<file path="config.mk">
export PLATFORM = sky130hd
export DESIGN_NAME = gpr_wb_arbiter
export DESIGN_NICKNAME = d
export VERILOG_FILES = /design/src/rtl/gpr_pkg.sv /design/src/rtl/gpr_wb_arbiter_rr_arbiter.sv /design/src/rtl/gpr_wb_arbiter.sv
export SDC_FILE = /design/constraint.sdc
export NUM_CORES = 1
export LEC_CHECK = 0
export ABC_CLOCK_PERIOD_IN_PS = 3200
export BUFFER_PORTS_ARGS = -buffer_cell sky130_fd_sc_hd__buf_4
export CORE_MARGIN = 2
export CORE_UTILIZATION = 39
export CTS_CLUSTER_SIZE = 10
export DETAILED_ROUTE_END_ITERATION = 10
export GPL_TIMING_DRIVEN = 0
export HOLD_SLACK_MARGIN = 0.05
export PLACE_DENSITY = 0.82
export SLEW_MARGIN = 20
export SYNTH_ARGS = -nofsm -noshare
export SYNTH_HDL_FRONTEND = slang
export SYNTH_SLANG_ARGS = --single-unit
</file>
<file path="constraint.sdc">
create_clock -name clk -period 3.2 [get_ports clk]
set_clock_uncertainty 0.2 [all_clocks]
set_input_delay 0.48 -clock clk [delete_from_list [all_inputs] [get_ports clk]]
set_output_delay 0.48 -clock clk [all_outputs]
set_load 0.005 [all_outputs]
</file>
<file path="src/rtl/gpr_pkg.sv">
// ----------------------------------------------------------------------------
// gpr_pkg
// Shared constants for the 32x32 general-purpose register file and the
// logic that writes into it.
//   GPR_AW    : register address width
//   GPR_DW    : register data width
//   GPR_COUNT : number of architectural registers
//   GPR_ZERO  : address of the hard-wired zero register (writes are dropped)
// ----------------------------------------------------------------------------
package gpr_pkg;

  localparam int GPR_AW    = 5;
  localparam int GPR_DW    = 32;
  localparam int GPR_COUNT = 32;

  localparam logic [GPR_AW-1:0] GPR_ZERO = '0;

  // One-hot mask of a register address, used for pending-write bitmaps.
  function automatic logic [GPR_COUNT-1:0] gpr_mask(input logic [GPR_AW-1:0] addr);
    return GPR_COUNT'(1) << addr;
  endfunction

endpackage

</file>
<file path="src/rtl/gpr_wb_arbiter_rr_arbiter.sv">
// ----------------------------------------------------------------------------
// rr_arbiter
// Purely combinational round-robin arbiter. The search for a requester starts
// just after the last winner (ptr) and wraps, so every requester is reached
// within N grants.
//   req : request vector, bit i = requester i wants service
//   ptr : index of the previous winner; priority starts at ptr+1 (mod N)
//   en  : grant enable; when low no grant is issued
//   gnt : one-hot grant, all zero when en is low or nothing is requested
// ----------------------------------------------------------------------------
module rr_arbiter #(
  parameter  int N  = 3,
  localparam int PW = (N > 1) ? $clog2(N) : 1
) (
  input  logic [N-1:0]  req,
  input  logic [PW-1:0] ptr,
  input  logic          en,
  output logic [N-1:0]  gnt
);

  // One extra bit so ptr + N cannot overflow before the wrap correction.
  logic [PW:0]   sum;
  logic [PW-1:0] idx;
  logic          found;

  // NOTE: every variable written in a combinational block gets a default
  // first; otherwise a path that skips the assignment infers a latch.
  always_comb begin
    gnt   = '0;
    found = 1'b0;
    sum   = '0;
    idx   = '0;
    for (int k = 1; k <= N; k++) begin
      sum = {1'b0, ptr} + (PW+1)'(k);
      if (sum >= (PW+1)'(N)) begin
        sum = sum - (PW+1)'(N);
      end
      idx = sum[PW-1:0];
      if (en && !found && req[idx]) begin
        gnt[idx] = 1'b1;
        found    = 1'b1;
      end
    end
  end

endmodule

</file>
<file path="src/rtl/gpr_wb_arbiter.sv">
// ----------------------------------------------------------------------------
// gpr_wb_arbiter
// Shares the single write port (we3/a3/wd3) of the GPR file between N_REQ
// writeback sources (ALU, load unit, debug, ...). Requests are served
// round-robin through a valid/ready handshake and land in a one-entry
// registered output stage that drives the GPR write port.
//
// Ports
//   clk         : system clock, all state changes on the rising edge
//   reset       : synchronous, active-high; flushes the output stage
//   req_valid   : requester i has a write pending
//   req_addr    : flattened destination addresses, requester i at [i*AW +: AW]
//   req_data    : flattened write data, requester i at [i*DW +: DW]
//   req_ready   : one-hot grant; a transfer is req_valid[i] & req_ready[i]
//   wp_hold     : GPR write port frozen this cycle
//   we3/a3/wd3  : GPR write enable / address / data
//   reg_pending : bit r set while the output stage holds a write to r
//   busy        : output stage occupied
//
// Writes to register 0 are accepted (so the requester retires them) but never
// reach the output stage, since that register is hard-wired to zero.
// ----------------------------------------------------------------------------
module gpr_wb_arbiter
  import gpr_pkg::*;
#(
  parameter int N_REQ = 3,
  parameter int AW    = GPR_AW,
  parameter int DW    = GPR_DW
) (
  input  logic                 clk,
  input  logic                 reset,
  input  logic [N_REQ-1:0]     req_valid,
  input  logic [N_REQ*AW-1:0]  req_addr,
  input  logic [N_REQ*DW-1:0]  req_data,
  output logic [N_REQ-1:0]     req_ready,
  input  logic                 wp_hold,
  output logic                 we3,
  output logic [AW-1:0]        a3,
  output logic [DW-1:0]        wd3,
  output logic [GPR_COUNT-1:0] reg_pending,
  output logic                 busy
);

  localparam int PW = (N_REQ > 1) ? $clog2(N_REQ) : 1;

  localparam logic [PW-1:0] PTR_RESET = PW'(N_REQ - 1);

  logic          out_valid;
  logic [PW-1:0] rr_ptr;
  logic          can_load;
  logic [N_REQ-1:0] gnt;
  logic          transfer;
  logic [PW-1:0] gnt_idx;
  logic [AW-1:0] sel_addr;
  logic [DW-1:0] sel_data;

  // The stage can take a new entry when it is empty or is draining this edge.
  assign can_load = ~out_valid | ~wp_hold;

  rr_arbiter #(
    .N (N_REQ)
  ) u_rr_arbiter (
    .req (req_valid),
    .ptr (rr_ptr),
    .en  (can_load),
    .gnt (gnt)
  );

  // The arbiter only grants valid requesters, so any grant is a transfer.
  assign req_ready = gnt;
  assign transfer  = |gnt;

  // Encode the one-hot grant and steer the winner's address/data.
  always_comb begin
    gnt_idx  = '0;
    sel_addr = '0;
    sel_data = '0;
    for (int i = 0; i < N_REQ; i++) begin
      if (gnt[i]) begin
        gnt_idx  = PW'(i);
        sel_addr = req_addr[i*AW +: AW];
        sel_data = req_data[i*DW +: DW];
      end
    end
  end

  // NOTE: sequential state uses non-blocking assignments so every register
  // samples pre-edge values, independent of statement order.
  always_ff @(posedge clk) begin
    if (reset) begin
      out_valid <= 1'b0;
      a3        <= '0;
      wd3       <= '0;
      rr_ptr    <= PTR_RESET;
    end else begin
      if (transfer) begin
        rr_ptr <= gnt_idx;
      end
      if (transfer && (sel_addr != AW'(GPR_ZERO))) begin
        out_valid <= 1'b1;
        a3        <= sel_addr;
        wd3       <= sel_data;
      end else begin
        // Either nothing was accepted or a write to r0 was dropped: the
        // stage empties if it drained, otherwise it keeps its entry.
        out_valid <= out_valid & wp_hold;
      end
    end
  end

  assign we3         = out_valid & ~wp_hold;
  assign busy        = out_valid;
  assign reg_pending = out_valid ? (GPR_COUNT'(1) << a3) : '0;

  // Handshake sanity: at most one grant, and only to a valid requester.
  a_gnt_onehot : assert property (@(posedge clk) disable iff (reset)
    $onehot0(req_ready));
  a_gnt_valid : assert property (@(posedge clk) disable iff (reset)
    ((req_ready & ~req_valid) == '0));
  a_no_grant_when_frozen : assert property (@(posedge clk) disable iff (reset)
    (out_valid && wp_hold) |-> (req_ready == '0));

endmodule

</file>
==> impl_metrics.json, run 1 <==
{
  "rr_startpoint": "rr_ptr[0]$_SDFFE_PP0P_",
  "clk_latency_ns": 0.29,
  "layout_common_cells": "buf_4 (213), nor2_1 (68), nand3_1 (41), nand2_1 (41)",
  "switching_power_mw": 2.05,
  "syn_area_mm2": 0.00297,
  "r2r_cells": 12,
  "grt_pass1_wl_um": 17600,
  "gr-usage-met1_pct": 30.9,
  "hold_class": "reg2reg",
  "rsz0062_at_grt": "true",
  "cp-end-kind": "flip-flop",
  "dp_hpwl_um": 8430,
  "tightest_slew_ns": 0.491,
  "cp.arrival_ns": 3.25,
  "area_delta_synth_final_pct": 71.0,
  "yosys.area.top_type_share_pct": 26.9,
  "finalPower_mw": 4.73,
  "clock.fmax_mhz": 306,
  "start_util_pct": 40.6,
  "num-nets-final": 738,
  "ios": 191,
  "die_h_um": 91.3,
  "drv_cap": 0,
  "grt_start_max_net_pins": 13,
  "hold_slack_ns": 0.281,
  "antennaDiodeCount": 0,
  "final_cell_count_no_fill": 716,
  "grt_use_met2_pct": 44.6,
  "power.internal_mw": 2.69,
  "fin_util_pct": 69.3,
  "cts_max_level": 2,
  "dp_slack_ns": -0.523,
  "design_area_mm2": 0.00508,
  "layout_min_cycle_time_ns": 3.27,
  "synth-seq-area-share_pct": 26.9,
  "r2r_slack_ns": -0.07,
  "wl_per_cell_um": 16.4,
  "cts_tree": "built",
  "pwr-share-comb_pct": 75.9,
  "ys_warn_count": 0,
  "busiest_layer": "met2",
  "dieArea_mm2": 0.00834,
  "syn_avg_cell_area_um2": 7.47,
  "power_frac_clock_pct": 7.7,
  "ys_seq_elements": 40,
  "grt_util_all_layers_pct": 25.7,
  "clock-sinks": 40,
  "p_leak_nw": 2.23,
  "crit_end": "wd3[7]$_SDFFE_PP0P_",
  "dp.cells": 686,
  "path_max_fanout": 10,
  "viasPerCell": 5.42,
  "grt_use_met3_pct": 5.81,
  "antenna_left": 0,
  "setup_tns_ns": -1.48,
  "violations": "negative setup slack",
  "crit_type": "reg2reg",
  "slew_headroom_pct": 67.0,
  "grt_pass1_vias": 3732,
  "port_buffers": 189,
  "synthFlopType": "dfxtp_1",
  "finalSetupViolCount": 33,
  "worst_slack_ns": -0.0668,
  "timing.final.crit_share_pct": 102,
  "final_hold_viol_count": 0,
  "drive_gt1_share_pct": 43.3,
  "syn_nets": 520,
  "final_common_cell": "buf_4",
  "power.density_mw_per_mm2": 931,
  "synthCells": 398,
  "start_kind": "flip-flop",
  "coreArea_mm2": 0.00733,
  "synth.area.top_cells": "dfxtp_1 (27%), mux2i_1 (12%), a311o_1 (11%)",
  "drc": 0,
  "clk_pin_slew_ns": 0.08,
  "cts_made_buffers": 5,
  "netSwitchingFraction_pct": 43.3,
  "row_count": 31,
  "gp_congestion": 0.829,
  "multi_input_area_mm2": 0.00212,
  "finalMaxSlewViolations": 0,
  "status": "finished, violations left",
  "crit_path_start": "rr_ptr[0]$_SDFFE_PP0P_",
  "synth_top_area_cell": "dfxtp_1",
  "dr.pass1.iters": 5,
  "die_x_um": 91.3,
  "wirelength_um": 11700,
  "vias": 3882,
  "antenna_found_initial": 0,
  "vdd_ir_drop_max_uv": 483,
  "cts-root-buf": "clkbuf_8",
  "clockBufferDepth": 2,
  "drt_iter0_drc": 190,
  "ys_types": 42,
  "synth-async-reset-ratio_pct": 0,
  "reg2reg_to": "wd3[7]$_SDFFE_PP0P_",
  "cts_hold_buffers": 0,
  "grt_overflow_total": 0,
  "regArea_um2": 808,
  "fill_cells": 625,
  "post_dp_cell_area_mm2": 0.00454,
  "crit_required_ns": 3.18,
  "p_seq_share_pct": 16.4,
  "synth_edf_count": 0
}
==> timing repair <==
item | in CTS | in global routing
pin swaps | 14 | 9
hold endpoints to repair | 0 | 0
setup endpoints to repair | 42 | 34
gates cloned | 1 | 1
buffers inserted | 14 | 8
resized for setup | 40 | 32
==> power groups by stage <==
| stage | combinational [mW] | sequential [mW] | clock (mW) |
|---|---|---|---|
| finish | 3.59 | 0.776 | 0.366 |
| global route | 3.83 | 0.792 | 0.392 |
| CTS | 3.22 | 0.772 | 0.368 |
| detailed placement | 2.68 | 0.773 | 0 |
| global placement | 2.61 | 0.767 | 0 |
| floorplan | 1.83 | 0.767 | 0 |
==> logic make-up after synthesis <==
family                     synth area share, %
and+or+nand+nor                           32.4
adders and majority gates                 2.10
DFF                                       26.9
muxes                                     11.8
buffers and inverters                     7.53
AOI/OAI and AO/OA                         19.3
==> final cells by class <==
type,count,area share [%]
Buffer,36,4.75
Clock buffer,7,1.70
Clock inverter,1,0.123
Inverter,10,1.08
Multi-Input combinational cell,310,41.8
Sequential cell,40,15.9
Tap cell,99,2.44
Timing Repair Buffer,213,32.2
==> state kept, by name (all words and copies together) (netlist names) <==
register,count
a3,5
busy,1
rr_ptr,2
wd3,32
==> routing by layer <==
metal | vias up | routed length [um] | share of wire, %
met5 | - | 0 | 0
met4 | 0 | 259 | 2.2
met3 | 28 | 911 | 7.8
met2 | 202 | 6040 | 52
met1 | 1811 | 4510 | 38
li1 | 1841 | - | -
==> worst min path at each step <==
| stage | endpoint | slack (ns) | cells after the start | from |
|---|---|---|---|---|
| CTS | wd3[29]$_SDFFE_PP0P_ | 0.28 | 2 | wd3[29]$_SDFFE_PP0P_ |
| detailed placement | wd3[30]$_SDFFE_PP0P_ | 0.27 | 2 | wd3[30]$_SDFFE_PP0P_ |
| global placement | wd3[14]$_SDFFE_PP0P_ | 0.26 | 2 | wd3[14]$_SDFFE_PP0P_ |
| finish | wd3[30]$_SDFFE_PP0P_ | 0.28 | 2 | wd3[30]$_SDFFE_PP0P_ |
| global route | busy$_SDFF_PP0_ | 0.30 | 3 | wp_hold |
| floorplan | wd3[0]$_SDFFE_PP0P_ | 0.27 | 2 | wd3[0]$_SDFFE_PP0P_ |
==> worst max-delay path, stage by stage, from the launching register on <==
cell	delay, ns
dfxtp_4	0.38
inv_6	0.06
ha_4	0.32
nor2_4	0.05
a2111oi_4	0.37
o21ai_1	0.13
a222oi_1	0.44
buf_4	0.25
a311oi_4	0.10
o2111a_1	0.29
and3_4	0.27
buf_12	0.17
mux2i_1	0.12
==> synth_stat cells (2+ instances only) <==
cell and n:
nor2_1 70, ha_1 5, a311oi_1 3, nand2b_1 38, inv_1 9, a211oi_1 3
o32ai_1 3, clkbuf_1 26, o21ai_1 3, mux2i_1 35, buf_4 2, dfxtp_1 40
a311o_1 32, buf_6 4, nor2b_1 4, a21oi_1 4, buf_2 5, nand3_1 42
nand4_1 3, o21ai_0 5, nand2_1 41
(Power assumes the default switching activity.)
==> run 2, diff against run 1 <==
Settings changed: ABC_CLOCK_PERIOD_IN_PS 3200 to unset, PLACE_DENSITY 0.82 to 0.77.
==> run 2 against run 1 <==
The flow still finishes with violations (negative setup slack). Setup slack worse by 0.017 ns. Non-clock buffer count grew 3. Sequential cell count stayed put. Critical path type unchanged.
==> impl_metrics.json, run 2 (synthesis results as in run 1) <==
{
  "status": "finished, violations left",
  "hold_slack_ns": 0.284,
  "dr.pass1.iters": 5,
  "cts_made_buffers": 5,
  "wl_per_cell_um": 15.9,
  "area_delta_synth_final_pct": 69.4,
  "drt_iter0_drc": 233,
  "cts_tree": "built",
  "coreArea_mm2": 0.00733,
  "start_kind": "flip-flop",
  "start_util_pct": 40.6,
  "drv_cap": 0,
  "cp.arrival_ns": 3.26,
  "die_x_um": 91.3,
  "cp-end-kind": "flip-flop",
  "crit_family": "compound AO/OA/AOI/OAI gates",
  "slowest_delay_ns": 0.40,
  "row_count": 31,
  "final_hold_viol_count": 0,
  "cts_hold_buffers": 0,
  "grt_overflow_total": 0,
  "crit_chain": "inv_8 -> ha_4 -> a21bo_1 -> a2111oi_4 -> o21ai_1 -> a222oi_1 -> buf_4 -> buf_4 -> nand3_1 -> o2bb2ai_1 -> and3_4 -> buf_12 -> clkbuf_16 -> mux2i_1",
  "drc": 0,
  "design_area_mm2": 0.00504,
  "final_common_cell": "buf_4",
  "finalSetupViolCount": 33,
  "layout_common_cells": "buf_4 (213), nor2_1 (70), nand3_1 (42)",
  "slowest_stage": "a222oi_1",
  "antennaDiodeCount": 0,
  "finalMaxSlewViolations": 0,
  "vias": 3806,
  "drive_gt1_share_pct": 41.8,
  "crit_required_ns": 3.18,
  "hold_class": "reg2reg",
  "post_dp_cell_area_mm2": 0.00454,
  "clock-sinks": 40,
  "cts_max_level": 2,
  "timing.final.crit_share_pct": 103,
  "ios": 191,
  "port_buffers": 189,
  "slew_headroom_pct": 64.2,
  "cts-root-buf": "clkbuf_8",
  "cp.buffers_inverters": 5,
  "clk_latency_ns": 0.29,
  "grt_pass1_wl_um": 17300,
  "p_leak_nw": 2.23,
  "setup_tns_ns": -1.73,
  "crit_top_cell": "buf_4",
  "tightest_slew_ns": 0.537,
  "crit_type": "reg2reg",
  "dp_hpwl_um": 8210,
  "antenna_found_initial": 0,
  "clk_pin_slew_ns": 0.08,
  "wirelength_um": 11400,
  "power.density_mw_per_mm2": 932,
  "dieArea_mm2": 0.00834,
  "path_max_fanout": 9,
  "finalPower_mw": 4.70,
  "grt_pass1_vias": 3607,
  "antenna_left": 0,
  "grt_util_all_layers_pct": 25.1,
  "violations": "negative setup slack",
  "num-nets-final": 741,
  "die_h_um": 91.3,
  "clock.fmax_mhz": 305,
  "clockBufferDepth": 2,
  "gp_congestion": 0.837,
  "rsz0062_at_grt": "true",
  "dp_slack_ns": -0.483,
  "grt_start_max_net_pins": 13,
  "worst_slack_ns": -0.0836,
  "top_register": "wd3",
  "largest_reg_flops": 32,
  "vdd_ir_drop_max_uv": 398,
  "viasPerCell": 5.29,
  "layout_min_cycle_time_ns": 3.28,
  "r2r_slack_ns": -0.08,
  "largestRegisters": "wd3 (32), a3 (5), rr_ptr (2)"
}
==> run 2: final cells by class <==
cell class	instances	area (um2)
Clock buffer	7	76.3
Tap cell	99	124
Clock inverter	1	8.76
Inverter	10	48.8
Sequential cell	40	808
Timing Repair Buffer	215	1670
Fill cell	635	2290
Multi-Input combinational cell	310	2050
Buffer	37	249
==> run 2: stage by stage <==
step | std cells | util (%)
floorplan | 398 | -
global placement | 686 | 62.0
detailed placement | 686 | 62.0
CTS | 711 | 66.5
global route | 719 | 68.7
finish | 719 | 68.7
==> run 2: path summary, 6_finish.rpt <==
check | start | to | depth (start not counted)
worst max register to register | rr_ptr[0]$_SDFFE_PP0P_ | wd3[29]$_SDFFE_PP0P_ | 14
worst min register to register | wd3[18]$_SDFFE_PP0P_ | wd3[18]$_SDFFE_PP0P_ | 2
worst min-delay path | wd3[18]$_SDFFE_PP0P_ | wd3[18]$_SDFFE_PP0P_ | 2
worst max-delay path | rr_ptr[0]$_SDFFE_PP0P_ | wd3[29]$_SDFFE_PP0P_ | 14
==> run 2: timing repair <==
| item | CTS | global route |
|---|---|---|
| endpoints found under the setup margin | 43 | 35 |
| pin swaps | 13 | 3 |
| resized for setup | 31 | 18 |
| hold endpoints to repair | 0 | 0 |
| setup buffers | 17 | 6 |
| gates cloned | 1 | 2 |
==> run 2: worst min-delay path, stage by stage (launching register included) <==
cell      delay (ns)
dfxtp_1         0.32
nand2b_1        0.06
mux2i_1         0.06
==> run 2: where the power goes <==
group,leakage (nW),switching (mW),total [mW],internal (mW)
combinational,1.86,1.71,3.59,1.87
clock,0.0424,0.183,0.339,0.156
sequential,0.331,0.107,0.771,0.664
total,2.23,2.00,4.70,2.69
==> run 2: layer usage <==
| metal | up-vias | part of all wire [%] | track usage (%) |
|---|---|---|---|
| li1 | 1848 | - | - |
| met4 | 0 | 0.86 | 6.19 |
| met1 | 1763 | 40 | 30.4 |
| met5 | - | 0 | 0 |
| met3 | 9 | 7.7 | 5.06 |
| met2 | 186 | 51 | 45.3 |
